$ cat config.mk
export PLATFORM = sky130hd
export DESIGN_NAME = mp_add_seq
export DESIGN_NICKNAME = d
export VERILOG_FILES = /design/src/rtl/mp_add_seq_pkg.sv /design/src/rtl/mp_add_seq_slice.sv /design/src/rtl/mp_add_seq.sv
export SDC_FILE = /design/constraint.sdc
export NUM_CORES = 1
export LEC_CHECK = 0
export CORE_MARGIN = 5
export CORE_UTILIZATION = 50
export DETAILED_ROUTE_END_ITERATION = 8
export GPL_TIMING_DRIVEN = 0
export MAX_ROUTING_LAYER = met4
export PLACE_DENSITY = 0.79
export SETUP_SLACK_MARGIN = 0.05
export SLEW_MARGIN = 20
export SYNTH_ARGS = -nofsm -noshare
export SYNTH_HDL_FRONTEND = slang
export SYNTH_SLANG_ARGS = --single-unit
$ cat constraint.sdc
create_clock -name clk -period 3.9 [get_ports clk]
set_clock_uncertainty 0.15 [all_clocks]
set_input_delay 0.39 -clock clk [delete_from_list [all_inputs] [get_ports clk]]
set_output_delay 0.39 -clock clk [all_outputs]
set_load 0.02 [all_outputs]
$ cat src/rtl/mp_add_seq_pkg.sv
// mp_add_seq_pkg: shared state encoding and sizing helpers for the digit-serial adder
package mp_add_seq_pkg;
  typedef enum logic [1:0] {IDLE, RUN, DONE} state_t;
  localparam int WIDTH_DEF = 16;
  localparam int DIGIT_DEF = 4;
  localparam int NDIG = WIDTH_DEF / DIGIT_DEF;
  function automatic int idx_w(input int ndig);
    return (ndig > 1) ? $clog2(ndig) : 1;
  endfunction
endpackage

$ cat src/rtl/mp_add_seq_slice.sv
// add_slice: DIGIT-bit ripple full-adder chain, carry-in enters bit 0
module add_slice #(
  parameter int DIGIT = 4
) (
  input  logic [DIGIT-1:0] x,
  input  logic [DIGIT-1:0] y,
  input  logic             ci,
  output logic [DIGIT-1:0] s,
  output logic             co
);
  logic [DIGIT:0] c;
  assign c[0] = ci;
  for (genvar i = 0; i < DIGIT; i++) begin : g_fa
    assign s[i]   = x[i] ^ y[i] ^ c[i];
    assign c[i+1] = (x[i] & y[i]) | (c[i] & (x[i] ^ y[i]));
  end
  assign co = c[DIGIT];
endmodule

$ cat src/rtl/mp_add_seq.sv
// mp_add_seq: multi-precision add/subtract reusing one DIGIT-bit slice over WIDTH/DIGIT cycles
module mp_add_seq
  import mp_add_seq_pkg::*;
#(
  parameter int WIDTH = 16,
  parameter int DIGIT = 4
) (
  input  logic             clk,
  input  logic             rst,
  input  logic             in_valid,
  output logic             in_ready,
  input  logic [WIDTH-1:0] a,
  input  logic [WIDTH-1:0] b,
  input  logic             sub,
  output logic             out_valid,
  input  logic             out_ready,
  output logic [WIDTH-1:0] sum,
  output logic             cout,
  output logic             ovf
);
  localparam int ND = WIDTH / DIGIT;
  localparam int IW = idx_w(ND);
  state_t state, state_n;
  logic [WIDTH-1:0] ra, rb;
  logic [IW-1:0] idx;
  logic carry, sa, sb, co, last;
  logic [DIGIT-1:0] ss;
  assign in_ready  = state == IDLE;
  assign out_valid = state == DONE;
  assign last      = idx == IW'(ND - 1);
  add_slice #(.DIGIT(DIGIT)) u_slice (
    .x (ra[idx*DIGIT +: DIGIT]),
    .y (rb[idx*DIGIT +: DIGIT]),
    .ci(carry),
    .s (ss),
    .co(co)
  );
  always_comb begin
    state_n = state;
    state_n = (state == IDLE && in_valid)  ? RUN  :
              (state == RUN  && last)      ? DONE :
              (state == DONE && out_ready) ? IDLE : state;
  end
  always_ff @(posedge clk) begin
    if (rst) state <= IDLE;
    else     state <= state_n;
  end
  always_ff @(posedge clk) begin
    if (rst) begin
      ra    <= '0;
      rb    <= '0;
      sa    <= 1'b0;
      sb    <= 1'b0;
      idx   <= '0;
      carry <= 1'b0;
      sum   <= '0;
      cout  <= 1'b0;
      ovf   <= 1'b0;
    end else if (state == IDLE && in_valid) begin
      ra    <= a;
      rb    <= sub ? ~b : b;
      sa    <= a[WIDTH-1];
      sb    <= sub ^ b[WIDTH-1];
      carry <= sub;
      idx   <= '0;
      sum   <= '0;
    end else if (state == RUN) begin
      sum[idx*DIGIT +: DIGIT] <= ss;
      carry <= co;
      idx   <= last ? '0 : idx + 1'b1;
      if (last) begin
        cout <= co;
        ovf  <= (sa == sb) && (ss[DIGIT-1] != sa);
      end
    end
  end
endmodule

After elaboration in Yosys (flattened, before gate mapping)
Index checks and enable logic that the tools add are counted.
- register bits after elaboration: 57
- bits of input ports: 37
- output and inout port bits: 20
- multiplexer cells: 8
- add/sub/neg operators: 2
- equal/unequal tests: 5
- reduce and logical (&&, ||, !) cells: 10
- bitwise logic cells: 23
- shift-type cells: 4
- operators by type and width (kind ; count):
    $neg A4 Y34 ; 1
    $shift A4 B34 Y16 const A ; 1
    $shiftx A4 B34 Y16 ; 1
    $shiftx A16 B5 Y4 ; 2
    $bwmux W16 ; 1
    $mux W16 ; 1
    $not A16 Y16 ; 1
    $xor A1 B1 Y1 ; 9
    $and A1 B1 Y1 ; 8
    $mux W2 ; 3
    $eq A2 B2 Y1 const B ; 2
    $logic_and A1 B1 Y1 ; 4
    $or A1 B1 Y1 ; 4
    $reduce_bool A2 Y1 ; 2
    $mux W1 ; 3
    $reduce_and A3 Y1 ; 1
    $reduce_bool A3 Y1 ; 1
    $add A2 B1 Y2 const B ; 1
    $eq A2 B1 Y1 const B ; 1
    $logic_not A2 Y1 ; 1
    $reduce_or A2 Y1 ; 1
    $eq A1 B1 Y1 ; 1
    $ne A1 B1 Y1 ; 1
    $not A1 Y1 ; 1

Longest topological paths before layout
Gate-level depths: netlist (run 1).
- depth in word-level cells: 12
- depth in mapped cells: 11

Cells and area by module
A second synthesis (run 1) with hierarchy kept.
- cells, all modules: 284
- area, all modules: 2630.0 µm²
- by module, submodules not included (module ; times used ; cells an instance ; area each (µm²)):
    mp_add_seq ; 1 ; 270 ; 2512.4
    add_slice ; 1 ; 14 ; 117.6

Worst setup path after synthesis (run 1)
No wires, ideal clock.
- kind: register to register
- from: reg idx[1]
- to: reg ovf
- data arrival time: 2.839 ns
- required time: 3.619 ns
- clock period less this slack: 3.120 ns
- path slack: 0.780 ns
- cell stages (with the launch flop): 12
- buffers on the path: 1
- path through: dfxtp_1 clkbuf_1 mux4_2 inv_1 fa_1 fa_1 inv_1 fa_1 fa_1 and3b_1 a211oi_1 nor3_1
- cells in the longest elaborated chain, start to end: 11
- elaborated cells on any way between the ends: 20
- classes of those cells: 2 x eq/ne; 2 x shift; 14 x bitwise; 2 x reduce/logical
- ends and longest elaborated chain (item ; line ; RTL):
    start, declared ; mp_add_seq.sv:25 ; logic [IW-1:0] idx;
    start signal, assigned ; mp_add_seq.sv:70 ; idx <= last ? '0 : idx + 1'b1;
    $shiftx A16 B5 Y4, on equally long branches ; mp_add_seq.sv:32, mp_add_seq.sv:33 ;
    $xor A1 B1 Y1 ; mp_add_seq_slice.sv:15 ; assign c[i+1] = (x[i] & y[i]) | (c[i] & (x[i] ^ y[i]));
    $and A1 B1 Y1 ; mp_add_seq_slice.sv:15 ;
    $or A1 B1 Y1 ; mp_add_seq_slice.sv:15 ;
    $and A1 B1 Y1 ; mp_add_seq_slice.sv:15 ;
    $or A1 B1 Y1 ; mp_add_seq_slice.sv:15 ;
    $and A1 B1 Y1 ; mp_add_seq_slice.sv:15 ;
    $or A1 B1 Y1 ; mp_add_seq_slice.sv:15 ;
    $xor A1 B1 Y1 ; mp_add_seq_slice.sv:14 ; assign s[i] = x[i] ^ y[i] ^ c[i];
    $ne A1 B1 Y1 ; mp_add_seq.sv:73 ; ovf <= (sa == sb) && (ss[DIGIT-1] != sa);
    $logic_and A1 B1 Y1 ; mp_add_seq.sv:73 ;
    end signal, assigned ; mp_add_seq.sv:73 ;
    end, declared ; mp_add_seq.sv:19 ; output logic ovf
Several ways; a longest one is shown, not always the timed one.
A chain may end at the register's enable or synchronous reset.

Worst setup path in the final report (run 1)
Same ends and word-level chain as after synthesis.

==> flow_summary.ini, run 1 <==
[synth]
syn_avg_cell_area_sq_um = 9.12
synth_fp_nets = 335
ys_seq_area_share_pct = 41.9
ys_types = 30
ys_seq_elements = 55
syn_inst = 288
synth_edf_count = 0
syn_area_sq_um = 2630
synth-main-ff-cell = dfxtp_1
async_reset_ff_share_pct = 0
ys_warn_count = 0

[sta]
slew_headroom_pct = 58.9
min_period_ps = 3560
slew_violations = 0
finalSetupViolations = 0
hold_ws_ps = 302
clock.fmax_mhz = 281
setup_tns_ps = 0
hold_viol_final = 0
finalCritPeriodShare_pct = 91.3
worst_pin_slew_ps = 617
rsz0062_at_grt = no

[worst_setup_path]
reg2reg_depth = 11
cp-start-kind = register
crit_family = adder cells
reg2reg_to = ovf$_SDFFE_PP0P_
cp_common_cell = fa_1
crit_chain = clkbuf_1 > mux4_2 > inv_1 > fa_1 > fa_1 > inv_1 > fa_1 > fa_1 > and3b_1 > a211oi_1 > nor3_1
end_kind = register
cp.required_ps = 3940
cp-startpoint = idx[1]$_SDFFE_PP0P_
worstReg2RegStart = idx[1]$_SDFFE_PP0P_
cp_max_fo = 10
crit_path_top_delay_cell = fa_1
slowest_delay_ps = 640
cp_num_buf_inv = 3
cp.arrival_ps = 3600
path_class = reg2reg
reg2reg_slack_ps = 340

[floorplan]
rows = 26
core-area_sq_um = 5110
initial_utilization_pct = 51.4
fp.dieW_um = 82.5
die_h_um = 82.5
die_area_sq_um = 6800
num_io_pins = 57

[pwr]
pwr-share-clk_pct = 26.8
p_per_area_nw_per_um2 = 342
power.switching_mw = 0.315
p_int_mw = 0.832
swShare_pct = 27.5
p_comb_share_pct = 20.1
power_frac_seq_pct = 53.2
leakagePower_nw = 1.17
vdd_drop_max_uv = 246

[clocking]
cts.path.max_buffers = 2
cts_root_buffer = clkbuf_8
post_cts_buffers = 0
cts_tree = yes
cts_sinks = 55
cts_hold_buf = 0
clk_pin_slew_worst_paths_ps = 90
clkLatencyLatePin_ps = 310
cts_buffers = 5
ctsResizeCount = 0
htree_levels = 2

[place]
dp.final_hpwl_um = 4520
port-buffer-count = 55
routabilityCongestion = 0.826

[global_route]
grt_max_degree = 17
track_usage_pct = 19.3
grt_pass1_vias = 2136
antenna_found_initial = 0
grt_first_pass_wirelength_um = 9690
grt_overflow = 0

[detailed_routing]
wl_um = 5840
wl_per_cell_um = 13.9
remaining_drc_errors = 0
drt_iter0_drc = 83
viasPerCell = 5.15
final_antenna_net_count = 0
vias = 2169
first_pass_iters = 4

[job]
drv_cap = 0

[finish]
multi_input_area_sq_um = 1380
nFillCells = 484
syn2layout_area_growth_pct = 27.5
n_antenna_cell = 0
layout.area.seq_sq_um = 1100
nets = 397
drive_gt1_share_pct = 8.26

[worst_hold_path]
hold_class = reg2reg
hold_path_depth = 2
hold_path_end = sum[1]$_SDFFE_PP0P_
min-delay-start = sum[1]$_SDFFE_PP0P_

[run_status]
status = completed
## synthesized netlist by cell type (5+ instances only)
library cell  count  area (sq um)
buf_2             8          40.0
nor2_1           23          86.3
a21oi_1          37           185
xnor2_1          16           140
ha_1              6          75.1
inv_1             9          33.8
a211oi_1         17           128
dfxtp_1          55          1100
mux4_2            8           180
nand2_1          48           180
nand4_1           8          50.1
clkbuf_1          8          30.0
nand3b_1          5          37.5
## how the worst max path moves through the flow
| stage | to | slack (ps) | cells after the start |
|---|---|---|---|
| floorplan | ovf$_SDFFE_PP0P_ | 780 | 11 |
| global placement | ovf$_SDFFE_PP0P_ | 370 | 11 |
| detailed placement | ovf$_SDFFE_PP0P_ | 320 | 11 |
| CTS | ovf$_SDFFE_PP0P_ | 300 | 11 |
| global route | ovf$_SDFFE_PP0P_ | 130 | 11 |
| finish | ovf$_SDFFE_PP0P_ | 340 | 11 |
## placed cells by master, fill, tap and decap left out, drive strengths merged
cell type / n
a211oi: 17
a21oi: 37
and3b: 2
buf: 13
clkbuf: 14
clkdlybuf4s50: 55
clkinv: 1
clkinvlp: 1
dfxtp: 55
fa: 4
ha: 6
inv: 9
mux2i: 3
mux4: 8
nand2: 48
nand2b: 3
nand3b: 5
nand4: 8
nor2: 23
nor2b: 4
nor3: 1
nor3b: 4
o21a: 1
o21ai: 2
o21bai: 1
or3: 2
or3b: 4
or4: 4
xnor2: 16
## metal layers
| layer | routed length [um] | global-route usage [%] | vias to the layer above |
|---|---|---|---|
| met4 | 69 | 6.05 | 0 |
| met1 | 2520 | 22.8 | 995 |
| met3 | 308 | 3.58 | 7 |
| met5 | 0 | - | - |
| met2 | 2950 | 33.3 | 56 |
| li1 | - | - | 1111 |
## power groups by stage
stage / clock network (mW) / registers, mW / logic, mW
after detailed placement: 0 / 0.623 / 0.231
after floorplan: 0 / 0.620 / 0.147
after global routing: 0.336 / 0.614 / 0.256
final: 0.307 / 0.610 / 0.230
after CTS: 0.312 / 0.610 / 0.232
after global placement: 0 / 0.622 / 0.226
## per-stage QoR
| stage | std cells | setup WS [ps] | utilization [%] | total power [mW] | cell area (sq um) |
|---|---|---|---|---|---|
| finish | 421 | 339 | 65.6 | 1.15 | 3350 |
| global placement | 413 | 370 | 63.9 | 0.848 | 3270 |
| detailed placement | 413 | 323 | 63.9 | 0.854 | 3270 |
| floorplan | 288 | 780 | - | 0.767 | 2630 |
| CTS | 421 | 300 | 65.6 | 1.15 | 3350 |
| global route | 421 | 127 | 65.6 | 1.21 | 3350 |
## worst register-to-register path, stage by stage (launching register included)
cell	delay, ps
dfxtp_1	400
clkbuf_1	500
mux4_2	400
inv_1	110
fa_1	190
fa_1	160
inv_1	50
fa_1	370
fa_1	640
and3b_1	210
a211oi_1	200
nor3_1	70
## sequential cells by signal, indices dropped and copies added, names as in the netlist
register	count
rb	16
ra	16
sum	16
idx	2
ovf	1
cout	1
state	2
carry	1
## cells by family after synthesis
family	share of synthesized area (%)
simple gates	20.5
flops	41.9
buf+inv	5.52
fa+ha+maj	5.90
mux	8.00
compound gates	12.9
xor+xnor	5.33
## area by class of cell
cell class | instances | area share (%)
timing repair buffer | 55 | 16.4
buffer | 21 | 3.32
tap | 70 | 2.61
sequential | 55 | 32.9
clock buffer | 6 | 2.17
multi-input combinational | 203 | 41.2
clock inverter | 2 | 0.373
inverter | 9 | 1.01
(Power assumes the default switching activity.)
==> run 2, diff against run 1 <==
--- a/config.mk
+++ b/config.mk
@@ -10,7 +10,7 @@
 export DETAILED_ROUTE_END_ITERATION = 8
 export GPL_TIMING_DRIVEN = 0
 export MAX_ROUTING_LAYER = met4
-export PLACE_DENSITY = 0.79
+export PLACE_DENSITY = 0.84
 export SETUP_SLACK_MARGIN = 0.05
 export SLEW_MARGIN = 20
 export SYNTH_ARGS = -nofsm -noshare
==> run 2 against run 1 <==
  * Sequential cell count is the same
  * Maximum frequency grew 0.39%
  * Sequential power about the same
  * Critical path depth stayed put
  * Global-route usage is 0.54 points higher
  * First-iteration DRC count rose by 28%
  * Final area grew 1.4%
  * Hold slack better by 4.8 ps
  * Sequential share of layout area is 0.46 points lower
  * Worst setup slack improved by 14 ps
  * Clock-buffer cell count unchanged
  * Register-to-register slack is essentially flat
  * Highest routed layer unchanged
==> flow_summary.ini, run 2 (synthesis gave the netlist of run 1 again) <==
[run_status]
status = completed

[sta]
slew_headroom_pct = 59.3
min_period_ps = 3550
slew_violations = 0
layout_setup_ws_ps = 353
setup_tns_ps = 0
rsz0062_at_grt = no
worst_pin_slew_ps = 610
finalCritPeriodShare_pct = 91.0
clock.fmax_mhz = 282
hold_viol_final = 0
finalSetupViolations = 0

[worst_hold_path]
hold_path_depth = 2
hold_path_end = sum[12]$_SDFFE_PP0P_
hold_class = reg2reg
min-delay-start = sum[12]$_SDFFE_PP0P_

[worst_setup_path]
crit_chain = clkbuf_1 > mux4_2 > inv_1 > fa_1 > fa_1 > inv_1 > fa_1 > fa_1 > and3b_1 > a211oi_1 > nor3_1
cp_common_cell = fa_1
reg2reg_to = ovf$_SDFFE_PP0P_
cp_max_fo = 10
worstReg2RegStart = idx[1]$_SDFFE_PP0P_
cp-start-kind = register
cp.arrival_ps = 3580
slowest_delay_ps = 640
reg2reg_depth = 11
cp.required_ps = 3940
cp-startpoint = idx[1]$_SDFFE_PP0P_
reg2reg_slack_ps = 350
end_kind = register
path_class = reg2reg
crit_family = adder cells
crit_path_top_delay_cell = fa_1
cp_num_buf_inv = 3

[detailed_routing]
wl_per_cell_um = 14.4
vias = 2252
remaining_drc_errors = 0
final_antenna_net_count = 0
wl_um = 6050
first_pass_iters = 4
drt_iter0_drc = 106
viasPerCell = 5.35

[pwr]
leakagePower_nw = 1.19
vdd_drop_max_uv = 218
p_per_area_nw_per_um2 = 377

[clocking]
cts_tree = yes
cts_sinks = 55
htree_levels = 2
cts.path.max_buffers = 2
cts_hold_buf = 0
clkLatencyLatePin_ps = 310
cts_buffers = 5
cts_root_buffer = clkbuf_8
clk_pin_slew_worst_paths_ps = 90
ctsResizeCount = 0
post_cts_buffers = 0

[global_route]
grt_first_pass_wirelength_um = 9970
track_usage_pct = 19.8
grt_pass1_vias = 2201
grt_max_degree = 17
antenna_found_initial = 0
grt_overflow = 0

[floorplan]
num_io_pins = 57
initial_utilization_pct = 51.4
fp.dieW_um = 82.5
die_area_sq_um = 6800
core-area_sq_um = 5110
die_h_um = 82.5
rows = 26

[finish]
largest_registers = ra x16, rb x16, sum x16
n_antenna_cell = 0
syn2layout_area_growth_pct = 29.3
nFillCells = 424
mostFrequentLayoutCells = 55 x dfxtp_1, 55 x clkdlybuf4s50_1, 48 x nand2_1
nets = 397
drive_gt1_share_pct = 8.26

[job]
drv_cap = 0

[place]
dp.final_hpwl_um = 4650
routabilityCongestion = 0.863
port-buffer-count = 55
place_ws_ps = 353
[run 2: cell types whose count changed in the layout (fill, tap and decap cells not counted)]
cell / change
clkinv_2: -1
clkinvlp_4: -1
bufinv_16: +2
[run 2: layout make-up]
cell class                      count  area [sq um]  share of cell area [%]
Inverter                            9          33.8                   0.994
Sequential cell                    55          1100                    32.4
Clock buffer                        6          72.6                    2.14
Clock inverter                      2          60.1                    1.77
Tap cell                           70          87.6                    2.58
Buffer                             21           111                    3.28
Timing Repair Buffer               55           551                    16.2
Multi-Input combinational cell    203          1380                    40.6
[run 2: routing by layer]
layer	global-route usage, %	vias to the layer above	part of all wire, %
li1	-	1111	-
met1	22.7	1063	41
met2	34.6	69	51
met3	4.45	9	6.0
met4	6.05	0	1.2
met5	-	-	0
[run 2: report_power, final]
group	internal (mW)	total, mW	switching [mW]
clock network	0.257	0.437	0.181
registers	0.593	0.611	0.0181
logic	0.114	0.232	0.118
[run 2: worst max path at each step]
stage          depth (start not counted)  slack, ps               end
2_1_floorplan                         11        780  ovf$_SDFFE_PP0P_
4_1_cts                               11        330  ovf$_SDFFE_PP0P_
5_1_grt                               11        120  ovf$_SDFFE_PP0P_
3_5_place_dp                          11        350  ovf$_SDFFE_PP0P_
6_report                              11        350  ovf$_SDFFE_PP0P_
3_3_place_gp                          11        410  ovf$_SDFFE_PP0P_
[run 2: worst reg2reg max path, cell delays in order, from the launching register on]
cell      delay [ps]
dfxtp_1          390
clkbuf_1         500
mux4_2           400
inv_1             90
fa_1             190
fa_1             160
inv_1             40
fa_1             380
fa_1             640
and3b_1          210
a211oi_1         210
nor3_1            70
[run 2: stage by stage]
step,hold slack (ps),instances,util (%),cell area [sq um],total power [mW]
5_1_grt,325,421,66.5,3400,1.34
3_3_place_gp,289,413,63.9,3270,0.846
2_1_floorplan,283,288,-,2630,0.767
3_5_place_dp,296,413,63.9,3270,0.855
6_report,307,421,66.5,3400,1.28
4_1_cts,309,421,66.5,3400,1.28
